$ cat src/rtl/char_pos_ctl_if.sv
`default_nettype none
// ============================================================================
// Interface : vga_if
// Purpose   : VGA timing stream as seen by the character position controller.
//             Only the vertical blanking flag is needed downstream of the
//             timing generator, so that is the only member carried here.
// Modports  : in - consumer view, vblnk is an input
// Revision  : 1.0 - initial release
// ============================================================================
interface vga_if;
    logic vblnk;

    modport in (input vblnk);
endinterface
`default_nettype wire

$ cat src/rtl/char_pos_ctl.sv
`default_nettype none
// ============================================================================
// Module    : char_pos_ctl
// Purpose   : Produces the top-left x/y of a W x H sprite. Position is updated
//             once per frame at the rising edge of vertical blanking, so the
//             coordinates are stable for the whole active frame. Horizontal
//             motion follows level left/right controls; vertical motion is a
//             jump/gravity FSM bounded by the ground line and the screen top.
// Ports     : clk        - pixel clock
//             rst        - synchronous active-high reset
//             vga_in     - timing stream (vblnk only)
//             move_left  - level, synchronised
//             move_right - level, synchronised
//             jump       - request pulse of any width, synchronised
//             x, y       - sprite left / top edge, registered
//             airborne   - high while rising or falling
//             frame_tick - one-cycle pulse when new x/y first appear
// Revision  : 1.0 - initial release
// ============================================================================
module char_pos_ctl #(
    parameter int W        = 48,
    parameter int H        = 64,
    parameter int SCREEN_W = 1024,
    parameter int SCREEN_H = 768,
    parameter int X_INIT   = 0,
    parameter int H_SPEED  = 4,
    parameter int JUMP_V0  = 16,
    parameter int GRAVITY  = 1,
    parameter int V_MAX    = 16
) (
    input  logic        clk,
    input  logic        rst,
    vga_if.in           vga_in,
    input  logic        move_left,
    input  logic        move_right,
    input  logic        jump,
    output logic [11:0] x,
    output logic [11:0] y,
    output logic        airborne,
    output logic        frame_tick
);

    // All position math is done at 13 bits so sums never wrap.
    localparam logic [12:0] c_GROUND_Y = 13'(SCREEN_H - H);
    localparam logic [12:0] c_X_MAX    = 13'(SCREEN_W - W);
    localparam logic [12:0] c_H_SPEED  = 13'(H_SPEED);
    localparam logic [7:0]  c_JUMP_V0  = 8'(JUMP_V0);
    localparam logic [7:0]  c_GRAVITY  = 8'(GRAVITY);
    localparam logic [12:0] c_V_MAX    = 13'(V_MAX);

    localparam logic [1:0] S_GROUND = 2'd0;
    localparam logic [1:0] S_RISE   = 2'd1;
    localparam logic [1:0] S_FALL   = 2'd2;

    logic        vblnk_q;
    logic        jump_pend_q, jump_pend_d;
    logic [11:0] x_q, x_d;
    logic [11:0] y_q, y_d;
    logic [7:0]  vy_q, vy_d;
    logic [1:0]  state_q, state_d;
    logic        frame_tick_q;

    logic        w_tick;
    logic        w_jump_go;
    logic [12:0] w_x13, w_y13, w_vy13;
    logic [12:0] w_v_sum, w_v_fall;

    assign w_tick    = vga_in.vblnk & ~vblnk_q;
    // A request in the tick cycle itself still counts at that tick.
    assign w_jump_go = jump_pend_q | jump;

    assign w_x13    = {1'b0, x_q};
    assign w_y13    = {1'b0, y_q};
    assign w_vy13   = {5'b0, vy_q};
    assign w_v_sum  = w_vy13 + 13'(GRAVITY);
    assign w_v_fall = (w_v_sum > c_V_MAX) ? c_V_MAX : w_v_sum;

    always_comb begin
        x_d         = x_q;
        y_d         = y_q;
        vy_d        = vy_q;
        state_d     = state_q;
        // The latch is consumed at every tick, so requests made while
        // airborne are simply dropped.
        jump_pend_d = w_tick ? 1'b0 : w_jump_go;

        if (w_tick) begin
            if (move_left && !move_right) begin
                x_d = (w_x13 >= c_H_SPEED) ? 12'(w_x13 - c_H_SPEED) : 12'd0;
            end else if (move_right && !move_left) begin
                x_d = (w_x13 + c_H_SPEED <= c_X_MAX) ? 12'(w_x13 + c_H_SPEED)
                                                     : 12'(c_X_MAX);
            end

            case (state_q)
                S_GROUND: begin
                    y_d  = 12'(c_GROUND_Y);
                    vy_d = 8'd0;
                    if (w_jump_go) begin
                        state_d = S_RISE;
                        vy_d    = c_JUMP_V0;
                    end
                end
                S_RISE: begin
                    if (w_y13 < w_vy13) begin
                        // Hit the top of the screen: clamp and start falling.
                        y_d     = 12'd0;
                        vy_d    = 8'd0;
                        state_d = S_FALL;
                    end else begin
                        y_d = 12'(w_y13 - w_vy13);
                        if (vy_q <= c_GRAVITY) begin
                            vy_d    = 8'd0;
                            state_d = S_FALL;
                        end else begin
                            vy_d = vy_q - c_GRAVITY;
                        end
                    end
                end
                S_FALL: begin
                    if (w_y13 + w_v_fall >= c_GROUND_Y) begin
                        y_d     = 12'(c_GROUND_Y);
                        vy_d    = 8'd0;
                        state_d = S_GROUND;
                    end else begin
                        y_d  = 12'(w_y13 + w_v_fall);
                        vy_d = 8'(w_v_fall);
                    end
                end
                default: begin
                    y_d     = 12'(c_GROUND_Y);
                    vy_d    = 8'd0;
                    state_d = S_GROUND;
                end
            endcase
        end
    end

    always_ff @(posedge clk) begin
        if (rst) begin
            vblnk_q      <= 1'b0;
            jump_pend_q  <= 1'b0;
            x_q          <= 12'(X_INIT);
            y_q          <= 12'(c_GROUND_Y);
            vy_q         <= 8'd0;
            state_q      <= S_GROUND;
            frame_tick_q <= 1'b0;
        end else begin
            vblnk_q      <= vga_in.vblnk;
            jump_pend_q  <= jump_pend_d;
            x_q          <= x_d;
            y_q          <= y_d;
            vy_q         <= vy_d;
            state_q      <= state_d;
            frame_tick_q <= w_tick;
        end
    end

    assign x          = x_q;
    assign y          = y_q;
    assign airborne   = (state_q != S_GROUND);
    assign frame_tick = frame_tick_q;

endmodule
`default_nettype wire

$ cat src/flat_wrapper.sv
// flat-port wrapper written by rule: the top's interface ports become plain ports
module char_pos_ctl_flat 
#(
    parameter int W        = 48,
    parameter int H        = 64,
    parameter int SCREEN_W = 1024,
    parameter int SCREEN_H = 768,
    parameter int X_INIT   = 0,
    parameter int H_SPEED  = 4,
    parameter int JUMP_V0  = 16,
    parameter int GRAVITY  = 1,
    parameter int V_MAX    = 16
)
  (clk, rst, move_left, move_right, jump, x, y, airborne, frame_tick, vga_in_vblnk);
  vga_if vga_in_i ();
  input  logic clk;
  input  logic rst;
  input  logic move_left;
  input  logic move_right;
  input  logic jump;
  output logic [11:0] x;
  output logic [11:0] y;
  output logic airborne;
  output logic frame_tick;
  input wire logic [$bits(vga_in_i.vblnk)-1:0] vga_in_vblnk;
  assign vga_in_i.vblnk = vga_in_vblnk;
  char_pos_ctl #(.W(W), .H(H), .SCREEN_W(SCREEN_W), .SCREEN_H(SCREEN_H), .X_INIT(X_INIT), .H_SPEED(H_SPEED), .JUMP_V0(JUMP_V0), .GRAVITY(GRAVITY), .V_MAX(V_MAX)) u_core (.clk(clk), .rst(rst), .vga_in(vga_in_i), .move_left(move_left), .move_right(move_right), .jump(jump), .x(x), .y(y), .airborne(airborne), .frame_tick(frame_tick));
endmodule
$ cat config.mk
export PLATFORM = sky130hd
export DESIGN_NAME = char_pos_ctl_flat
export DESIGN_NICKNAME = d
export VERILOG_FILES = /design/src/rtl/char_pos_ctl_if.sv /design/src/rtl/char_pos_ctl.sv /design/src/flat_wrapper.sv
export SDC_FILE = /design/constraint.sdc
export NUM_CORES = 1
export LEC_CHECK = 0
export CAP_MARGIN = 40
export CORE_MARGIN = 2
export CORE_UTILIZATION = 62
export DETAILED_ROUTE_END_ITERATION = 16
export GPL_TIMING_DRIVEN = 0
export PLACE_DENSITY = 0.85
export RECOVER_POWER = 100
export SETUP_SLACK_MARGIN = 0.3
export SLEW_MARGIN = 20
export SYNTH_ARGS = -nofsm -noshare
export SYNTH_HDL_FRONTEND = slang
export SYNTH_SLANG_ARGS = --single-unit
export TNS_END_PERCENT = 100
$ cat constraint.sdc
create_clock -name clk -period 10.3 [get_ports clk]
set_clock_uncertainty 0.2 [all_clocks]
set_input_delay 1.03 -clock clk [delete_from_list [all_inputs] [get_ports clk]]
set_output_delay 1.03 -clock clk [all_outputs]
set_load 0.005 [all_outputs]
# After elaboration in Yosys (flattened, before gate mapping)
# Cells that the tools add are included.
# Widths: inputs -> output; s select.
# word_totals
ff_bits	37
in_bits	6
output_inout_bits	26
elab_cells	55
# op_classes
add_sub_neg	6
n_lt_le_gt_ge	6
eq_ne	5
muxes	18
bitwise	3
n_reduce_logical	10
# ops
op	n
$mux 12	6
$mux 8	3
$pmux 12 s2	1
$pmux 8 s3	1
$add 12x13->13	1
$add 12x3->13 const B	1
$ge 13x10->1 const B	1
$gt 13x5->1 const B	1
$le 13x10->1 const B	1
$mux 13	1
$ge 12x3->1 const B	1
$lt 12x8->1	1
$sub 12x3->12 const B	1
$sub 12x8->12	1
$add 8x1->9 const B	1
$le 8x1->1 const B	1
$mux 2	4
$sub 8x1->8 const B	1
$pmux 2 s3	1
$mux 5	1
$ne 2x1->1 const B	2
$reduce_and 4->1	1
$reduce_bool 2->1	2
$ne 3x1->1 const B	1
other kinds (10)	12

# Logic depth before layout (Yosys ltp)
# Gate-level depths: netlist of run 1.
# depth
word_depth	7
mapped_depth	15
depth_no_buf	14

# Worst setup path before layout of run 1
# OpenSTA, ideal clock, no wires.
# synth_timing
kind	reg2reg
from	register u_core.vy_q[2]
to	register u_core.state_q[0]
arrival_time_ps	3639
t_required_ps	10028
setup_slack_ps	6389
stages_incl_launch_ff	15
path_buffers	2
cell_sequence	dfxtp_1 > clkbuf_1 > and3_1 > clkbuf_1 > o311ai_0 > nor2_1 > ha_1 > fa_1 > a211oi_1 > o21ai_0 > xnor2_1 > o32ai_4 > a211oi_4 > a2111oi_4 > mux2i_1
# synth_via
elab_chain_len	7
elab_cells_between_ends	12
# synth_rtl
item	line	text
start: declaration	char_pos_ctl.sv:59	logic [7:0] vy_q, vy_d;
start signal: assignment	char_pos_ctl.sv:153	vy_q <= vy_d;
$add 8x1->9	char_pos_ctl.sv:75	assign w_v_sum = w_vy13 + 13'(GRAVITY);
$gt 13x5->1	char_pos_ctl.sv:76	assign w_v_fall = (w_v_sum > c_V_MAX) ? c_V_MAX : w_v_sum;
$mux 13	char_pos_ctl.sv:76	
$add 12x13->13	char_pos_ctl.sv:121	if (w_y13 + w_v_fall >= c_GROUND_Y) begin
$ge 13x10->1	char_pos_ctl.sv:121	
$ne 2x1->1 (no line)	--	
$reduce_and 4->1 (no line)	--	
end signal: assignment	char_pos_ctl.sv:154	state_q <= state_d;
end: declaration	char_pos_ctl.sv:60	logic [1:0] state_q, state_d;
# Parallel ways exist; a longest one is shown, timed or not.
# A chain may end at the register's enable or synchronous reset.

# Worst setup path in the final report of run 1
# layout_timing
from	register u_core.vy_q[2]
to	register u_core.state_q[1]
# Same word-level chain as after synthesis.

==> flow_metrics.env, run 1 <==
export IMPL_insertion_delay_ns=0.30
export IMPL_r2r_start="u_core.vy_q[2]"
export IMPL_layout_drive_gt1_share=0.0513
export IMPL_status="complete, no violations"
export IMPL_peakVddDrop_mv=0.117
export IMPL_via_per_inst=6.42
export IMPL_worst_ep_arrival_time_ns=5.35
export IMPL_drtIter0Drc=451
export IMPL_synth_compound_area_share=0.314
export IMPL_hold_violations=0
export IMPL_tightest_slew_ns=1.30
export IMPL_cts_hold_buf=0
export IMPL_hold_path_depth=2
export IMPL_synth_edff_count=0
export IMPL_p_leak_nw=1.43
export IMPL_grt_pass1_vias=3007
export IMPL_fmax_mhz=188
export IMPL_synth_top_area_share=0.223
export IMPL_min_from="u_core.jump_pend_q"
export IMPL_cp_max_fo=8
export IMPL_die_h_um=75.2
export IMPL_cts_buffer_depth=2
export IMPL_dr_pass1_iters=5
export IMPL_syn_inst=405
export IMPL_post_cts_buffers=0
export IMPL_synth_adder_area_share=0.124
export IMPL_drtAntennaViolNets=0
export IMPL_cts_tree="yes"
export IMPL_htreeDepth=2
export IMPL_end_kind="flop"
export IMPL_antenna_found_initial=0
export IMPL_slew_headroom=0.130
export IMPL_rows=25
export IMPL_syn_area_per_cell_um2=7.76
export IMPL_dieArea_um2=5660
export IMPL_syn_to_final_growth_pct=15.1
export IMPL_yosysMostFrequentCell="dfxtp_1"
export IMPL_final_cell_count_no_fill=515
export IMPL_fin_setup_tns_ns=0
export IMPL_num_vias=3306
export IMPL_netlist_area_um2=3140
export IMPL_antennaDiodeCount=0
export IMPL_cts_root_buf="clkbuf_8"
export IMPL_async_reset_ff_frac=0
export IMPL_die_w_um=75.2
export IMPL_start_util=0.652
export IMPL_dp_cells=506
export IMPL_drc=0
export IMPL_synthTopCellsByArea="dfxtp_1, ha_1, a21oi_1"
export IMPL_coreArea_um2=4820
export IMPL_totalWireLength_um=8330
export IMPL_critPathMaxStageDelay_ns=0.81
export IMPL_worstPathCellList="clkbuf_1, and3_1, clkbuf_1, o311ai_0, nor2_1, ha_1, fa_1, a211oi_1, o21ai_0, xnor2_1, o32ai_1, a211oi_1, a2111oi_0, mux2i_1"
export IMPL_period_share=0.517
export IMPL_critPathKind="reg2reg"
export IMPL_port_buffers=29
export IMPL_clk_pin_slew_ns=0.07
export IMPL_r2r_slack_ns=4.97
export IMPL_ys_seq_elements=35
export IMPL_wl_per_cell_um=16.2
export IMPL_cap_violations=0
export IMPL_r2r_end="u_core.state_q[1]"
export IMPL_io_pins=32
export IMPL_gp_congestion=0.928
export IMPL_crit_required_ns=10.32
export IMPL_power_density_nw_per_um2=139
export IMPL_synth_mux_area_fraction=0.0127
export IMPL_grt_usage=0.317
export IMPL_final_min_clock_period_ns=5.33
export IMPL_hpwl_um=6210
export IMPL_synth_cell_types=66
export IMPL_grt_max_degree=12
export IMPL_synth_top_family_by_area="compound AO/OA/AOI/OAI gates"
export IMPL_setup_viol=0
export IMPL_clock_sinks=35
export IMPL_finalMaxSlewViolations=0
export IMPL_rsz0062_at_grt="no"
export IMPL_synth_ff_type="dfxtp_1"
export IMPL_cts_resized=0
export IMPL_yosysWarnings=0
export IMPL_r2r_cells=14
export IMPL_netlist_top_cells_count="dfxtp_1, a21oi_1, nand2_1, o21ai_0, nor2_1"
export IMPL_yosys_area_top_type="dfxtp_1"
export IMPL_synthSimpleGateAreaFrac=0.215
export IMPL_finalNetCount=483
export IMPL_grt_pass1_wl_um=13900
export IMPL_slowest_stage="a2111oi_0"
export IMPL_hold_class="reg2reg"
export IMPL_synth_xor_area_share=0.0502
export IMPL_gr_total_overflow=0
export IMPL_min_to="u_core.jump_pend_q"
export IMPL_numCtsBuffers=5
export IMPL_startpoint_type="flop"
export IMPL_yosysSeqAreaShare=0.223
[cell type report]
cell class	instances	area (µm²)
inverter	23	86.3
fill	400	1200
tap	67	83.8
clock inverter	2	60.1
multi-input combinational	333	2220
timing repair buffer	30	294
buffer	19	103
clock buffer	6	72.6
sequential	35	701
[flip-flops by register name, indices dropped and copies added, names as in the netlist]
register,count
u_core.x,10
u_core.vy_q,8
u_core.y,12
u_core.frame_tick,1
u_core.vblnk_q,1
u_core.jump_pend_q,1
u_core.state_q,2
[worst max-delay path: cells and delay by family, from the launching register on]
family / cells / cell delay (ns)
AOI/OAI and AO/OA: 6 / 2.96
adders and majority gates: 2 / 0.70
buffers and inverters: 2 / 0.33
and+or+nand+nor: 2 / 0.31
DFF: 1 / 0.30
muxes: 1 / 0.27
xor gates and xnor gates: 1 / 0.19
[power breakdown]
part,leakage [nW],switching (mW),internal [mW]
sequential,0.285,0.0102,0.145
combinational,1.08,0.115,0.0809
clock,0.0654,0.0540,0.0968
[cells in the final DEF (no fill, tap or decap), types with 6 or more instances in the layout]
cell type      netlist  routed
dfxtp_1             35      35
a21oi_1             33      33
nand2_1             32      32
o21ai_0             32      32
nor2_1              30      30
ha_1                28      28
dlygate4sd3_1        0      27
inv_1               23      23
clkbuf_1            13      15
nor3_1              13      13
xnor2_1             13      13
nand3_1             13      13
a211oi_1            11      13
o211ai_1             8       8
and3_1               6       6
and2_1               6       6
o21a_1               6       6
a31oi_1              6       6
conb_1               1       6
[per-layer routing]
layer | GRT usage | up-vias | part of all wire
li1 | - | 1575 | -
met1 | 0.436 | 1534 | 0.43
met2 | 0.501 | 166 | 0.46
met3 | 0.0576 | 31 | 0.082
met4 | 0.113 | 0 | 0.027
met5 | 0 | - | 0
[worst max path at each step]
stage / startpoint / slack, ns / endpoint
2_1_floorplan: u_core.vy_q[2] / 6.39 / u_core.state_q[0]
3_3_place_gp: u_core.vy_q[2] / 5.83 / u_core.state_q[1]
3_5_place_dp: u_core.vy_q[2] / 5.70 / u_core.y[2]
4_1_cts: u_core.vy_q[2] / 5.65 / u_core.y[2]
5_1_grt: u_core.vy_q[0] / 4.48 / u_core.state_q[1]
6_report: u_core.vy_q[2] / 4.97 / u_core.state_q[1]
[metrics by stage]
stage	power (mW)	util	hold WS (ns)	worst slack, ns	area [µm²]
finish	0.502	0.751	0.289	4.97	3620
floorplan	0.307	-	0.261	6.39	3160
CTS	0.505	0.762	0.322	5.65	3670
detailed placement	0.354	0.734	0.302	5.70	3540
global route	0.530	0.751	0.308	4.48	3620
global placement	0.348	0.734	0.277	5.83	3540
[cells by family (layout without fill, tap and decap cells)]
family                     count (synthesis)  count (layout)
and+or+nand+nor                          135             135
xor gates and xnor gates                  18              18
buffers and inverters                     42              80
other                                      1               6
adders and majority gates                 30              30
AOI/OAI and AO/OA                        140             140
muxes                                      4               4
DFF                                       35              35
Note: power is estimated with default switching activity, not from simulation.
==> inputs of run 2 (changes only) <==
CORE_UTILIZATION = 52   (was 62)
PLACE_DENSITY = 0.76   (was 0.85)
clock period = 4.5 ns   (was 10.3 ns; I/O delays follow)
==> flow_metrics.env, run 2 (synthesis gave the netlist of run 1 again) <==
export IMPL_nFillCells=553
export IMPL_totalWireLength_um=8100
export IMPL_grt_max_degree=11
export IMPL_gp_congestion=0.874
export IMPL_grt_pass1_vias=2813
export IMPL_layout_drive_gt1_share=0.0800
export IMPL_largest_register_ff_count=12
export IMPL_io_pins=32
export IMPL_antennaDiodeCount=0
export IMPL_gr_total_overflow=0
export IMPL_grt_usage=0.247
export IMPL_end_kind="flop"
export IMPL_crit_path_frequent_cell="a211oi_4"
export IMPL_num_vias=3183
export IMPL_finalMaxSlewViolations=0
export IMPL_power_density_nw_per_um2=291
export IMPL_final_min_clock_period_ns=4.06
export IMPL_die_w_um=81.7
export IMPL_critPathMaxStageDelay_ns=0.50
export IMPL_port_buffers=29
export IMPL_worst_ep_arrival_time_ns=4.06
export IMPL_grt_pass1_wl_um=13000
export IMPL_p_leak_nw=1.45
export IMPL_cp_max_fo=9
export IMPL_cts_root_buf="clkbuf_8"
export IMPL_drtAntennaViolNets=0
export IMPL_insertion_delay_ns=0.29
export IMPL_clk_pin_slew_ns=0.07
export IMPL_tightest_slew_ns=0.765
export IMPL_peakVddDrop_mv=0.155
export IMPL_hpwl_um=6090
export IMPL_drtIter0Drc=211
export IMPL_rsz0062_at_grt="no"
export IMPL_design_area_um2=3720
export IMPL_via_per_inst=6.06
export IMPL_htreeDepth=2
export IMPL_drc=0
export IMPL_dr_pass1_iters=5
export IMPL_total_power_mw=1.08
export IMPL_status="complete, no violations"
export IMPL_start_util=0.534
export IMPL_cts_tree="yes"
export IMPL_crit_required_ns=4.50
export IMPL_hold_path_depth=2
export IMPL_setup_viol=0
export IMPL_place_area_um2=3550
export IMPL_cap_violations=0
export IMPL_cts_hold_buf=0
export IMPL_period_share=0.903
export IMPL_layout_commonest_cell="dfxtp_1"
export IMPL_dieArea_um2=6680
export IMPL_wl_per_cell_um=15.4
export IMPL_r2r_cells=14
export IMPL_syn_to_final_growth_pct=18.2
export IMPL_final_cell_mix="dfxtp_1, nand2_1, o21ai_0, a21oi_1, nor2_1"
export IMPL_hold_violations=0
export IMPL_cts_buffer_depth=2
export IMPL_coreArea_um2=5890
export IMPL_antenna_found_initial=0
export IMPL_critPathKind="reg2reg"
export IMPL_utilization=0.631
export IMPL_hold_class="reg2reg"
export IMPL_startpoint_type="flop"
export IMPL_fin_setup_tns_ns=0
export IMPL_slew_headroom=0.482
export IMPL_worstPathCellList="ha_1, nand2_1, o311a_1, and2_0, fa_2, a211oi_4, o21ai_0, xnor2_1, buf_4, o32ai_4, a211oi_4, clkbuf_4, nand3_1, o221ai_1"
export IMPL_die_h_um=81.7
export IMPL_slowest_stage="a211oi_4"
export IMPL_numCtsBuffers=5
export IMPL_rows=28
export IMPL_fmax_mhz=246
export IMPL_finalNetCount=485
export IMPL_clock_sinks=35
-- run 2: cell count changes in the layout (fill, tap and decap cells not counted), moves of 2 or more --
cell,delta
a211oi_1,-3
a21oi_1,-2
clkbuf_8,+2
a211oi_4,+2
a21oi_2,+2
bufinv_16,-2
clkbuf_2,+2
clkbuf_1,-2
-- run 2: where the power goes --
part	internal, mW	switching (mW)
logic	0.196	0.272
clock network	0.140	0.119
registers	0.332	0.0228
-- run 2: critical path: cells and delay by family, from the launching register on --
kind,cells,cell delay (ns)
compound gates,6,1.55
xor+xnor,1,0.19
flops,1,0.49
simple gates,3,0.46
fa+ha+maj,2,0.67
buf+inv,2,0.39
-- run 2: metal layers --
| metal | track usage | vias to the layer above | wire, µm |
|---|---|---|---|
| li1 | - | 1583 | - |
| met1 | 0.343 | 1475 | 3700 |
| met2 | 0.394 | 112 | 3840 |
| met3 | 0.0418 | 13 | 448 |
| met4 | 0.0700 | 0 | 106 |
| met5 | 0 | - | 0 |
-- run 2: layout make-up --
class	count	area, µm²	area share
well taps	75	93.8	0.0253
flip-flops and latches	35	701	0.189
clock buffers	8	100	0.0269
repair buffers	32	309	0.0832
plain buffers	19	105	0.0283
multi-input cells	333	2320	0.625
inverters	23	86.3	0.0232
-- run 2: worst paths after layout --
| check | startpoint | to | slack (ns) |
|---|---|---|---|
| worst max-delay path | u_core.vy_q[0] | u_core.y[0] | 0.44 |
| worst min-delay path | u_core.jump_pend_q | u_core.jump_pend_q | 0.31 |
| worst max register to register | u_core.vy_q[0] | u_core.y[0] | 0.44 |
| worst min register to register | u_core.jump_pend_q | u_core.jump_pend_q | 0.31 |
-- run 2: what timing repair did --
item,4_1_cts,5_1_grt
gates resized for setup,5,9
pin swaps,1,4
gates cloned,0,0
setup buffers,1,1
setup endpoints to repair,14,14
-- run 2: stage by stage --
step / instances / worst slack (ns) / hold WS (ns)
after global placement: 514 / 0.0271 / 0.283
after CTS: 523 / 0.304 / 0.305
after floorplan: 410 / 0.589 / 0.261
after global routing: 525 / 0.176 / 0.337
after detailed placement: 514 / 0.0173 / 0.293
final: 525 / 0.439 / 0.306
==> RTL edit (config.mk and constraints of run 2) <==
Add an input register stage for `move_left`, `move_right` and `jump`, cleared by the reset; this delays them by one clock. The other inputs are not delayed to match.
--- a/src/rtl/char_pos_ctl.sv
+++ b/src/rtl/char_pos_ctl.sv
@@ -54,2 +54,18 @@
 
+    logic move_left_q;
+    logic move_right_q;
+    logic jump_q;
+
+    always_ff @(posedge clk) begin
+        if (rst) begin
+            move_left_q  <= '0;
+            move_right_q <= '0;
+            jump_q       <= '0;
+        end else begin
+            move_left_q  <= move_left;
+            move_right_q <= move_right;
+            jump_q       <= jump;
+        end
+    end
+
     logic        vblnk_q;
@@ -69,3 +85,3 @@
     // A request in the tick cycle itself still counts at that tick.
-    assign w_jump_go = jump_pend_q | jump;
+    assign w_jump_go = jump_pend_q | jump_q;
 
@@ -87,5 +103,5 @@
         if (w_tick) begin
-            if (move_left && !move_right) begin
+            if (move_left_q && !move_right_q) begin
                 x_d = (w_x13 >= c_H_SPEED) ? 12'(w_x13 - c_H_SPEED) : 12'd0;
-            end else if (move_right && !move_left) begin
+            end else if (move_right_q && !move_left_q) begin
                 x_d = (w_x13 + c_H_SPEED <= c_X_MAX) ? 12'(w_x13 + c_H_SPEED)
Function: changed (a bounded check fails within 4 cycles, from zero or initial values and one cycle with rst high).
==> RTL edit against run 2 <==
Hold slack got worse by 0.023 ns. Routed wire length grew 4.8%. Total power shrank 2.3%. Area after synthesis up 5.6%. Critical path depth is 1 higher. Count of clock-buffer cells in the layout is 3 lower. Sequential share of layout area increased by 0.46 points. Sequential cell count up 3. Final area is 6.2% higher. Worst setup slack worse by 0.020 ns.
==> RTL edit: results (changes against run 2) <==
outcome -> finished clean (unchanged)
post-placement cell count -> 537 (was 514)
DP HPWL -> 6299 um (was 6087 um)
Clock power frac -> 29.4% (was 23.9%)
Seq/Total Area, Yosys -> 22.93% (was 22.29%)
share of layout cells above drive strength 1 -> 9.958% (was 8.000%)
Avg WL per Cell -> 15.46 um (was 15.42 um)
slew at the pin with the worst max-slew slack -> 0.7850 ns (was 0.7655 ns)
XOR/XNOR share of the synthesized area -> 6.071% (was 5.016%)
reg2reg setup slack -> 0.42 ns (was 0.44 ns)
vias in the first global route -> 3026 (was 2813)
WL final -> 8485 um (was 8097 um)
clock-net power -> 311 uW (was 259 uW)
synth top area cells -> dfxtp_1 (23%), ha_1 (11%), xnor2_1 (4.2%) (was dfxtp_1 (22%), ha_1 (11%), a21oi_1 (5.3%))
Worst R2R Path Depth -> 15 (was 14)
arrival time worst endpoint -> 4.10 ns (was 4.06 ns)
drt first pass iters -> 4 (was 5)
GR Layer Usage met3 -> 3.660% (was 4.176%)
Netlist cell types -> 68 (was 66)
leakage -> 1.579 nW (was 1.454 nW)
Fillers -> 583 (was 553)
met2 Use GR -> 41.82% (was 39.43%)
met3 routed WL -> 389 um (was 448 um)
met1 Usage GRT -> 30.16% (was 34.26%)
CP max stage delay -> 0.53 ns (was 0.50 ns)
aggregate global-route resource usage -> 24.24% (was 24.70%)
Final nets -> 508 (was 485)
maximum VDD drop -> 0.2067 mV (was 0.1551 mV)
clock latency at the later pin of the worst-skew pair -> 0.31 ns (was 0.29 ns)
Mean Syn Cell Area -> 7.807 um^2 (was 7.761 um^2)
Sequential Power Share -> 35.2% (was 32.8%)
via density per instance -> 5.958 (was 6.063)
slowest cell on the critical path -> dfxtp_1 (was a211oi_4)
Met2 Wirelength -> 4194 um (was 3840 um)
placed inst area -> 3729 um^2 (was 3546 um^2)
Synth Area in Compound Gates -> 28.73% (was 31.37%)
Sw Ratio -> 35.76% (was 38.25%)
first-pass GRT wire length -> 14100 um (was 13040 um)
Synth top cells by count -> dfxtp_1 (38), nor2_1 (34), ha_1 (29), nand2_1 (27), o21ai_0 (27) (was dfxtp_1 (35), a21oi_1 (33), nand2_1 (32), o21ai_0 (32), nor2_1 (30))
-- RTL edit: what timing repair did --
item                       in CTS  in global routing
buffers inserted                1                  2
gates resized for setup         9                 19
pin swaps                       1                  3
setup endpoints to repair      17                 17
-- RTL edit: cell type report --
class	count	area [um^2]	share of cell area, %
sequential	38	762.0	19.31
inverter	26	97.59	2.474
timing repair buffer	34	329.1	8.341
clock buffer	5	68.82	1.744
tap	77	96.34	2.442
buffer	22	116.4	2.950
multi-input combinational	344	2430	61.59
clock inverter	3	45.04	1.142
-- RTL edit: stage by stage --
stage / setup WS [ns] / util [%] / hold slack [ns]
finish: 0.4184 / 62.85 / 0.2830
global route: 0.1713 / 62.85 / 0.2955
CTS: 0.3331 / 62.05 / 0.2787
detailed placement: -0.08389 / 59.40 / 0.2560
global placement: -0.2287 / 59.32 / 0.2548
floorplan: 0.4145 / - / 0.2321
